===== src/rtl/router_pkt_fifo.sv =====
// Packet-aware output-channel FIFO: stores {header_flag, data} words, tracks the
// packet length on pops to flag orphan words, and reports fill level and almost-full.
module router_pkt_fifo #(
    parameter int DATA_WIDTH = 8,
    parameter int DEPTH      = 16,
    parameter int ADDR_SIZE  = $clog2(DEPTH),
    parameter int LEN_MSB    = 7,
    parameter int LEN_LSB    = 2,
    parameter int AF_MARGIN  = 2
) (
    input  logic                  clock,
    input  logic                  resetn,
    input  logic                  soft_reset,
    input  logic                  write_enb,
    input  logic                  read_enb,
    input  logic                  lfd_state,
    input  logic [DATA_WIDTH-1:0] din,
    output logic [DATA_WIDTH-1:0] data_out,
    output logic                  data_valid,
    output logic                  orphan,
    output logic                  full,
    output logic                  empty,
    output logic                  almost_full,
    output logic [ADDR_SIZE:0]    fill_level
);

    localparam int PW = ADDR_SIZE + 1;
    localparam int CW = LEN_MSB - LEN_LSB + 2;
    localparam logic [PW-1:0] AF_LEVEL = PW'(DEPTH - AF_MARGIN);

    logic [DATA_WIDTH:0] mem [DEPTH];
    logic [PW-1:0]       wr_ptr;
    logic [PW-1:0]       rd_ptr;
    logic                hdr_q;
    logic [CW-1:0]       pkt_cnt;
    logic                wr_acc;
    logic                rd_acc;
    logic [DATA_WIDTH:0] rd_word;

    assign fill_level  = wr_ptr - rd_ptr;
    assign empty       = (wr_ptr == rd_ptr);
    assign full        = (wr_ptr[PW-1] != rd_ptr[PW-1]) &&
                         (wr_ptr[PW-2:0] == rd_ptr[PW-2:0]);
    assign almost_full = (fill_level >= AF_LEVEL);

    // write_enb/read_enb are requests; a write is taken only when !full and a read
    // only when !empty (flags as seen at the start of the cycle), and neither is
    // taken in a soft_reset cycle. An accepted read shows its result for one cycle.
    assign wr_acc  = write_enb && !full && !soft_reset;
    assign rd_acc  = read_enb && !empty && !soft_reset;
    assign rd_word = mem[rd_ptr[ADDR_SIZE-1:0]];

    // Storage has no reset; only pointers define what is valid.
    always_ff @(posedge clock) begin
        if (resetn && wr_acc) begin
            mem[wr_ptr[ADDR_SIZE-1:0]] <= {hdr_q, din};
        end
    end

    always_ff @(posedge clock) begin
        if (!resetn || soft_reset) begin
            wr_ptr     <= '0;
            rd_ptr     <= '0;
            hdr_q      <= 1'b0;
            pkt_cnt    <= '0;
            data_out   <= '0;
            data_valid <= 1'b0;
            orphan     <= 1'b0;
        end else begin
            hdr_q      <= lfd_state;
            data_valid <= 1'b0;
            orphan     <= 1'b0;
            if (wr_acc) begin
                wr_ptr <= wr_ptr + PW'(1);
            end
            if (rd_acc) begin
                rd_ptr <= rd_ptr + PW'(1);
                if (rd_word[DATA_WIDTH]) begin
                    // A header always restarts the count: payload plus parity.
                    pkt_cnt    <= CW'(rd_word[LEN_MSB:LEN_LSB]) + CW'(1);
                    data_out   <= rd_word[DATA_WIDTH-1:0];
                    data_valid <= 1'b1;
                end else if (pkt_cnt != '0) begin
                    pkt_cnt    <= pkt_cnt - CW'(1);
                    data_out   <= rd_word[DATA_WIDTH-1:0];
                    data_valid <= 1'b1;
                end else begin
                    orphan <= 1'b1;
                end
            end
        end
    end

endmodule


===== config.mk =====
export PLATFORM = sky130hd
export DESIGN_NAME = router_pkt_fifo
export DESIGN_NICKNAME = d
export VERILOG_FILES = /design/src/rtl/router_pkt_fifo.sv
export SDC_FILE = /design/constraint.sdc
export NUM_CORES = 1
export LEC_CHECK = 0
export ABC_CLOCK_PERIOD_IN_PS = 7200
export BUFFER_PORTS_ARGS = -buffer_cell sky130_fd_sc_hd__buf_2
export CELL_PAD_IN_SITES_DETAIL_PLACEMENT = 1
export CELL_PAD_IN_SITES_GLOBAL_PLACEMENT = 1
export CORE_MARGIN = 2
export CORE_UTILIZATION = 55
export CTS_BUF_LIST = sky130_fd_sc_hd__clkbuf_16
export DETAILED_ROUTE_END_ITERATION = 10
export MAX_ROUTING_LAYER = met4
export PLACE_DENSITY = 0.86
export SLEW_MARGIN = 20
export SYNTH_ARGS = -nofsm -noshare
export SYNTH_HDL_FRONTEND = slang
export SYNTH_SLANG_ARGS = --single-unit
export TNS_END_PERCENT = 1

===== constraint.sdc =====
create_clock -name clock -period 7.2 [get_ports clock]
set_input_delay 0.72 -clock clock [delete_from_list [all_inputs] [get_ports clock]]
set_output_delay 0.72 -clock clock [all_outputs]
set_load 0.005 [all_outputs]

==> flow_metrics.env, run 1 <==
export IMPL_viasPerCell=6.35
export IMPL_hold_end="data_out[6]$_SDFFE_PP0P_"
export IMPL_synth_avg_cell_area_um2=16.4
export IMPL_endpoint_kind="flop"
export IMPL_yosysTopAreaCell="edfxtp_1"
export IMPL_path_depth=7
export IMPL_hold_depth=2
export IMPL_gp_congestion=0.845
export IMPL_final_cells=671
export IMPL_status="complete, no violations"
export IMPL_clk_path_buf_depth=2
export IMPL_first_pass_iters=4
export IMPL_numCtsBuffers=17
export IMPL_fin_skew_ps=12.1
export IMPL_place_inst=639
export IMPL_path_cells="ha_1 -> nand4_1 -> nor2_1 -> nor2b_1 -> and2_1 -> nand2_1 -> nor2_1"
export IMPL_coreArea_um2=13100
export IMPL_finalCritPeriodShare_pct=46.7
export IMPL_critPathSlowestCell="nor2_1"
export IMPL_slew_limit_headroom_pct=21.9
export IMPL_ys_warn_count=0
export IMPL_drc_errors=0
export IMPL_hold_viol_final=0
export IMPL_grt_pass1_vias=4621
export IMPL_yosys_area_share_xor_xnor_pct=1.80
export IMPL_critical_path_top_delay_family="simple AND/OR/NAND/NOR gates"
export IMPL_place_area_um2=7620
export IMPL_grt_pass1_wl_mm=28.7
export IMPL_fin_ws_ps=3840
export IMPL_power_total_mw=2.10
export IMPL_num_antenna_cells=0
export IMPL_holdBufCountCts=0
export IMPL_pin_count=32
export IMPL_die_x_um=119
export IMPL_ctsHtreeMaxLevel=4
export IMPL_die_h_um=119
export IMPL_yosys_cell_types_count=52
export IMPL_ant_nets=0
export IMPL_root_buffer="clkbuf_16"
export IMPL_finish_instance_area_um2=8210
export IMPL_cts_setup_buffers=0
export IMPL_synth_top_family_by_area="multiplexers"
export IMPL_cp_common_cell="nor2_1"
export IMPL_synthSimpleGateAreaFrac_pct=6.20
export IMPL_syn_inst=445
export IMPL_arrival_ps=3410
export IMPL_layout_drive_gt1_share_pct=24.2
export IMPL_critPathKind="reg2reg"
export IMPL_synth_cell_area_um2=7310
export IMPL_row_count=42
export IMPL_worstSkewPairLatency_ps=440
export IMPL_drt_wl_total_mm=18.7
export IMPL_r2r_start="wr_ptr[2]$_SDFFE_PP0P_"
export IMPL_synth_flop_cell="edfxtp_1"
export IMPL_grt_start_max_net_pins=43
export IMPL_ir_drop_v=0.000174
export IMPL_start_kind="flop"
export IMPL_hold_path_startpoint="data_out[6]$_SDFFE_PP0P_"
export IMPL_synth_compound_gate_area_share_pct=6.30
export IMPL_netlist_top_cells_area="edfxtp_1 (59%), mux4_2 (10%), dfxtp_1 (8.8%)"
export IMPL_cts_resized=0
export IMPL_wl_per_cell_um=27.9
export IMPL_final_util_pct=62.8
export IMPL_cts_sinks=176
export IMPL_ys_ff_latch=176
export IMPL_clkTransAtPathRegs_ps=70
export IMPL_syn_to_final_growth_pct=12.4
export IMPL_grt_overflow=0
export IMPL_max_cap_violations=0
export IMPL_period_minus_slack_ps=3360
export IMPL_fmax_mhz=298
export IMPL_worstReg2RegEnd="mem[5][4]$_DFFE_PP_"
export IMPL_cts_tree="yes"
export IMPL_synth_edf_count=144
export IMPL_yosysSeqAreaShare_pct=67.9
export IMPL_tightest_slew_ps=1170
export IMPL_hold_ws_ps=483
export IMPL_vias=4264
export IMPL_leakage_nw=2.68
export IMPL_start_util_pct=55.9
export IMPL_track_usage_pct=29.2
export IMPL_worst_r2r_cell_count=7
export IMPL_tns_ps=0
export IMPL_dr_first_iter_drc_count=374
export IMPL_setup_viol=0
export IMPL_yosysTopAreaCellShare_pct=59.2
export IMPL_async_flop_share_pct=0
export IMPL_nets=508
export IMPL_maxSlewViolCount=0
export IMPL_hold_class="reg2reg"
export IMPL_power_density_nw_per_um2=256
export IMPL_antenna_found_initial=0
export IMPL_path_buf_inv=0
export IMPL_fp_dieArea_um2=14200
export IMPL_path_max_fanout=11
export IMPL_max_stage_delay_ps=920
export IMPL_numPortBuffers=31
export IMPL_rsz0062_at_grt="false"
export IMPL_reg2reg_setup_slack_ps=3840
export IMPL_place_ws_ps=3910
export IMPL_synth_mux_area_share_pct=13.4
export IMPL_synth_nets=471
export IMPL_crit_required_ps=7250
export IMPL_hpwl_mm=12.0
export IMPL_synthAdderAreaFrac_pct=2.16
how the worst max path moves through the flow:
stage	startpoint	end	slack (ps)
finish	wr_ptr[2]$_SDFFE_PP0P_	mem[5][4]$_DFFE_PP_	3840
global route	wr_ptr[2]$_SDFFE_PP0P_	mem[5][4]$_DFFE_PP_	3690
CTS	wr_ptr[2]$_SDFFE_PP0P_	mem[5][4]$_DFFE_PP_	3840
detailed placement	wr_ptr[2]$_SDFFE_PP0P_	mem[4][0]$_DFFE_PP_	3910
global placement	wr_ptr[2]$_SDFFE_PP0P_	mem[4][0]$_DFFE_PP_	4140
floorplan	wr_ptr[0]$_SDFFE_PP0P_	mem[0][0]$_DFFE_PP_	4560
Yosys cell counts (6+ instances only):
cell      instances
edfxtp_1        144
mux4_2           34
dfxtp_1          32
nor2_1           31
mux2i_1          21
a21oi_1          19
nand2_1          13
nor3_1           13
ha_1             11
clkbuf_1         10
inv_1            10
o21ai_0          10
nand3_1           9
xor2_1            9
nand4_1           7
xnor2_1           6
metal layers:
metal / track usage [%] / routed length, µm / up-vias
met1: 35.6 / 7420 / 2210
met3: 6.03 / 1110 / 45
li1: - / - / 1838
met2: 47.4 / 9600 / 171
met5: - / 0 / -
met4: 13.1 / 622 / 0
cell families (layout without fill, tap and decap cells):
| group | after synthesis | count (layout) |
|---|---|---|
| AND/OR/NAND/NOR | 91 | 91 |
| buffers and inverters | 32 | 82 |
| adder cells (fa/ha/maj) | 12 | 12 |
| multiplexers | 55 | 55 |
| flip-flops | 176 | 176 |
| XOR/XNOR | 15 | 15 |
| AO/OA/AOI/OAI | 64 | 64 |
registers in the layout (all words and copies together), names as in the netlist, named ones only:
signal,flops
hdr_q,1
data_out,8
mem,144
data_valid,1
pkt_cnt,7
rd_ptr,5
wr_ptr,5
orphan,1
worst reg2reg max path: stages, from the launching register on:
cell and delay (ps):
dfxtp_1 560, ha_1 360, nand4_1 160, nor2_1 70, nor2b_1 420, and2_1 270
nand2_1 190, nor2_1 930
cell usage in the layout, fill, tap and decap left out, drive strengths merged, types with 11 or more instances in the layout:
master / n
edfxtp: 144
mux4: 34
mux2i: 21
a21oi: 19
nor3: 15
ha: 11
buf: 39
inv: 21
nor2: 31
dfxtp: 32
clkbuf: 17
nand2: 13
cell type report:
| class | count | area [µm²] |
|---|---|---|
| sequential | 176 | 4970 |
| fill | 1178 | 4870 |
| multi-input combinational | 237 | 2180 |
| clock buffer | 17 | 425 |
| tap | 176 | 220 |
| timing repair buffer | 39 | 215 |
| clock inverter | 15 | 164 |
| inverter | 11 | 41.3 |
report_power, final:
part	total (mW)	switching, mW	internal, mW
clock	0.925	0.431	0.494
combinational	0.0689	0.0461	0.0227
sequential	1.10	0.00333	1.10
No activity file was read; power rests on OpenSTA's default activity.
==> inputs of run 2 (changes only) <==
ABC_CLOCK_PERIOD_IN_PS = 2900   (was 7200)
CORE_UTILIZATION = 47   (was 55)
PLACE_DENSITY = 0.79   (was 0.86)
clock period = 2.9 ns   (was 7.2 ns; I/O delays follow)
==> run 2 against run 1 <==
  * Design area rose by 2.3%
  * Flip-flop and latch count stayed put
  * Die area grew 16%
  * Hold slack got worse by 410 ps
  * Largest power group unchanged
==> flow_metrics.env, run 2 (synthesized netlist as in run 1, its figures left out) <==
export IMPL_track_usage_pct=23.3
export IMPL_holdBufCountCts=0
export IMPL_num_fill_cells=1444
export IMPL_tns_ps=0
export IMPL_grt_pass1_wl_mm=26.7
export IMPL_dr_first_iter_drc_count=323
export IMPL_viasPerCell=5.92
export IMPL_start_kind="flop"
export IMPL_max_cap_violations=0
export IMPL_finish_instance_area_um2=8400
export IMPL_fin_skew_ps=9.00
export IMPL_power_total_mw=5.13
export IMPL_fmax_mhz=363
export IMPL_switching_share_pct=21.8
export IMPL_power_density_nw_per_um2=610
export IMPL_place_area_um2=7820
export IMPL_root_buffer="clkbuf_16"
export IMPL_critPathSlowestCell="fa_1"
export IMPL_path_max_fanout=4
export IMPL_slew_limit_headroom_pct=55.1
export IMPL_numPortBuffers=31
export IMPL_antenna_found_initial=0
export IMPL_die_h_um=129
export IMPL_maxSlewViolCount=0
export IMPL_power_frac_seq_pct=53.5
export IMPL_coreArea_um2=15200
export IMPL_critPathKind="reg2out"
export IMPL_clkTransAtPathRegs_ps=70
export IMPL_clk_path_buf_depth=2
export IMPL_hold_class="in2reg"
export IMPL_hold_viol_final=0
export IMPL_wl_per_cell_um=24.2
export IMPL_ir_drop_v=0.000463
export IMPL_hpwl_mm=11.6
export IMPL_hold_ws_ps=75.3
export IMPL_pin_count=32
export IMPL_grt_overflow=0
export IMPL_start_util_pct=48.1
export IMPL_rsz0062_at_grt="false"
export IMPL_row_count=45
export IMPL_layout_drive_gt1_share_pct=27.5
export IMPL_vias=4193
export IMPL_grt_start_max_net_pins=23
export IMPL_setup_viol=0
export IMPL_syn_to_final_growth_pct=15.0
export IMPL_cts_setup_buffers=0
export IMPL_period_minus_slack_ps=2760
export IMPL_first_pass_iters=4
export IMPL_fp_dieArea_um2=16600
export IMPL_path_buf_inv=3
export IMPL_cts_resized=0
export IMPL_nets=533
export IMPL_cts_tree="yes"
export IMPL_grt_pass1_vias=4608
export IMPL_worstSkewPairLatency_ps=430
export IMPL_ant_nets=0
export IMPL_cp_common_cell="inv_1"
export IMPL_leakage_nw=2.81
export IMPL_num_antenna_cells=0
export IMPL_drc_errors=0
export IMPL_gp_congestion=0.822
export IMPL_power_internal_mw=4.01
export IMPL_pwr_share_comb_pct=3.2
export IMPL_max_stage_delay_ps=400
export IMPL_final_common_cell="edfxtp_1"
export IMPL_place_inst=676
export IMPL_drt_wl_total_mm=17.1
export IMPL_largest_register_ffs=144
export IMPL_ctsHtreeMaxLevel=4
export IMPL_cts_sinks=176
export IMPL_status="complete, no violations"
export IMPL_finalCritPeriodShare_pct=95.1
export IMPL_layout_common_cells="edfxtp_1 (144), mux4_2 (34), buf_4 (33)"
export IMPL_die_x_um=129
export IMPL_arrival_ps=2470
export IMPL_tightest_slew_ps=655
export IMPL_endpoint_kind="output pin"
export IMPL_crit_required_ps=2610
export IMPL_switching_power_mw=1.12
export IMPL_pwr_share_clk_pct=43.3
export IMPL_path_cells="inv_1 -> ha_1 -> inv_1 -> fa_1 -> a21o_1 -> a21oi_1 -> xnor2_1 -> a31o_2 -> buf_2"
export IMPL_numCtsBuffers=17
export IMPL_critical_path_top_delay_family="compound AO/OA/AOI/OAI gates"
export IMPL_final_cells=708
## run 2: cell type report
| cell class | instances | area [µm²] | share of cell area, % |
|---|---|---|---|
| well taps | 188 | 235 | 2.80 |
| inverters | 11 | 41.3 | 0.491 |
| repair buffers | 64 | 403 | 4.79 |
| clock buffers | 17 | 425 | 5.06 |
| flip-flops and latches | 176 | 4970 | 59.1 |
| clock inverters | 15 | 154 | 1.83 |
| multi-input cells | 237 | 2180 | 25.9 |
## run 2: path summary, 6_finish.rpt
check                      startpoint                  endpoint  slack [ps]  cells after the start
max            wr_ptr[0]$_SDFFE_PP0P_               almost_full         140                      9
min                         lfd_state          hdr_q$_SDFF_PP0_          80                      2
min reg2reg  data_out[0]$_SDFFE_PP0P_  data_out[0]$_SDFFE_PP0P_         480                      2
max reg2reg    wr_ptr[2]$_SDFFE_PP0P_       mem[0][1]$_DFFE_PP_         240                      8
## run 2: stage by stage
stage                     utilization, %  worst slack, ps
after CTS                           55.3              118
after detailed placement            51.5              283
after floorplan                        -              260
after global placement              51.5              379
after global routing                55.3             16.3
final                               55.3              142
## run 2: power groups by stage
stage | Sequential (mW) | Clock [mW] | Combinational [mW]
final | 2.74 | 2.22 | 0.163
after global routing | 2.74 | 2.34 | 0.180
after detailed placement | 2.80 | 0 | 0.162
after CTS | 2.74 | 2.25 | 0.164
after global placement | 2.80 | 0 | 0.154
after floorplan | 2.80 | 0 | 0.0954
## run 2: worst register-to-register path, delay by kind of cell, from the launching register on
| kind | cells | cell delay, ps |
|---|---|---|
| and+or+nand+nor | 6 | 1220 |
| adders and majority gates | 1 | 360 |
| DFF | 1 | 560 |
| buffers and inverters | 1 | 240 |
## run 2: routing by layer
metal,part of all wire [%],global-route usage (%)
met5,0,-
met4,4.1,13.2
met3,5.9,5.16
met2,50,37.4
met1,40,27.2
==> inputs of run 3 (changes only) <==
ABC_CLOCK_PERIOD_IN_PS = 3200   (was 2900)
CORE_UTILIZATION = 55   (was 47)
PLACE_DENSITY = 0.86   (was 0.79)
clock period = 3.2 ns   (was 2.9 ns; I/O delays follow)
==> run 3 against run 2 <==
  * Sequential share of layout area up 0.43 points
  * First-iteration DRC count is 23% higher
  * Global-route usage grew 5.9 points
  * Largest cell class unchanged
  * Via count rose by 2.8%
  * Flip-flop and latch count is the same
==> flow_metrics.env, run 3 (synthesized netlist as in run 1, its figures left out) <==
export IMPL_row_count=42
export IMPL_viasPerCell=6.24
export IMPL_setup_worst_path_start="wr_ptr[3]$_SDFFE_PP0P_"
export IMPL_max_cap_violations=0
export IMPL_pin_count=32
export IMPL_setup_viol=0
export IMPL_cts_tree="yes"
export IMPL_multi_input_area_um2=2180
export IMPL_arrival_ps=3030
export IMPL_ant_nets=0
export IMPL_leakage_nw=2.79
export IMPL_path_buf_inv=1
export IMPL_nets=528
export IMPL_hold_class="in2reg"
export IMPL_tightest_slew_ps=598
export IMPL_hold_ws_ps=91.0
export IMPL_vias=4312
export IMPL_critPathKind="reg2reg"
export IMPL_final_cells=691
export IMPL_worstSkewPairLatency_ps=440
export IMPL_finalCritPeriodShare_pct=90.6
export IMPL_coreArea_um2=13100
export IMPL_largest_register_ffs=144
export IMPL_crit_required_ps=3330
export IMPL_place_area_um2=7780
export IMPL_tns_ps=0
export IMPL_layout_common_cells="edfxtp_1 (144), mux4_2 (34), nor2_1 (31), dfxtp_1 (31), buf_2 (31)"
export IMPL_wl_per_cell_um=26.6
export IMPL_dr_first_iter_drc_count=398
export IMPL_cts_sinks=176
export IMPL_finish_instance_area_um2=8340
export IMPL_holdBufCountCts=0
export IMPL_grt_pass1_vias=4563
export IMPL_ir_drop_v=0.000376
export IMPL_num_fill_cells=1181
export IMPL_die_x_um=119
export IMPL_slew_limit_headroom_pct=59.6
export IMPL_grt_pass1_wl_mm=28.6
export IMPL_drc_errors=0
export IMPL_path_max_fanout=10
export IMPL_track_usage_pct=29.2
export IMPL_path_depth=8
export IMPL_rsz0062_at_grt="false"
export IMPL_critPathSlowestCell="dfxtp_1"
export IMPL_num_antenna_cells=0
export IMPL_layout_drive_gt1_share_pct=25.6
export IMPL_endpoint_kind="flop"
export IMPL_gp_congestion=0.893
export IMPL_fp_dieArea_um2=14200
export IMPL_register_area_um2=4970
export IMPL_die_h_um=119
export IMPL_ctsHtreeMaxLevel=4
export IMPL_hpwl_mm=11.6
export IMPL_final_common_cell="edfxtp_1"
export IMPL_numCtsBuffers=17
export IMPL_max_stage_delay_ps=580
export IMPL_drt_wl_total_mm=18.4
export IMPL_r2r_start="wr_ptr[3]$_SDFFE_PP0P_"
export IMPL_root_buffer="clkbuf_16"
export IMPL_antenna_found_initial=0
export IMPL_period_minus_slack_ps=2900
export IMPL_path_cells="ha_1 -> nand4_1 -> nor2_1 -> nor2b_1 -> and2_1 -> nand2_1 -> nor3_1 -> buf_4"
export IMPL_cts_resized=0
export IMPL_place_inst=659
export IMPL_start_kind="flop"
export IMPL_critical_path_top_delay_family="simple AND/OR/NAND/NOR gates"
export IMPL_place_ws_ps=532
export IMPL_fmax_mhz=345
export IMPL_status="complete, no violations"
export IMPL_fin_skew_ps=12.6
export IMPL_worstReg2RegEnd="mem[3][8]$_DFFE_PP_"
export IMPL_worst_r2r_cell_count=8
export IMPL_first_pass_iters=6
export IMPL_hold_viol_final=0
export IMPL_syn_to_final_growth_pct=14.1
export IMPL_fin_ws_ps=301
export IMPL_maxSlewViolCount=0
export IMPL_start_util_pct=55.9
export IMPL_reg2reg_setup_slack_ps=300
export IMPL_grt_overflow=0
export IMPL_cts_setup_buffers=0
export IMPL_clk_path_buf_depth=2
export IMPL_grt_start_max_net_pins=26
export IMPL_clkTransAtPathRegs_ps=70
export IMPL_crit_end="mem[3][8]$_DFFE_PP_"
export IMPL_numPortBuffers=31
export IMPL_power_density_nw_per_um2=553
[run 3: worst min path at each step]
stage | to | start | cells past startpoint
global placement | data_out[0]$_SDFFE_PP0P_ | data_out[0]$_SDFFE_PP0P_ | 2
detailed placement | data_out[0]$_SDFFE_PP0P_ | data_out[0]$_SDFFE_PP0P_ | 2
global route | hdr_q$_SDFF_PP0_ | lfd_state | 2
floorplan | mem[0][0]$_DFFE_PP_ | din[0] | 0
finish | hdr_q$_SDFF_PP0_ | lfd_state | 2
CTS | hdr_q$_SDFF_PP0_ | lfd_state | 2
[run 3: area by class of cell]
class	count	share of cell area [%]
Clock buffer	17	5.10
Clock inverter	15	1.59
Inverter	11	0.495
Multi-Input combinational cell	237	26.1
Sequential cell	176	59.5
Tap cell	176	2.64
Timing Repair Buffer	59	4.53
[run 3: report_power, final]
group / switching (mW) / internal (mW) / total, mW
logic: 0.0935 / 0.0546 / 0.148
registers: 0.00872 / 2.48 / 2.49
clock network: 0.849 / 1.13 / 1.98
total: 0.952 / 3.67 / 4.62
[run 3: metrics by stage]
step / util, % / power, mW
after global placement: 59.5 / 2.67
after CTS: 63.8 / 4.63
after detailed placement: 59.5 / 2.68
after floorplan: - / 2.62
after global routing: 63.8 / 4.72
final: 63.8 / 4.62
[run 3: per-layer routing]
layer,global-route usage [%],vias up,part of all wire [%]
met4,13.8,0,3.7
met1,37.4,2235,42
met5,-,-,0
met2,45.3,159,49
li1,-,1867,-
met3,5.65,51,5.2
[run 3: worst register-to-register path: stages (launching register included)]
cell	delay (ps)
dfxtp_1	580
ha_1	350
nand4_1	160
nor2_1	90
nor2b_1	450
and2_1	290
nand2_1	130
nor3_1	270
buf_4	280
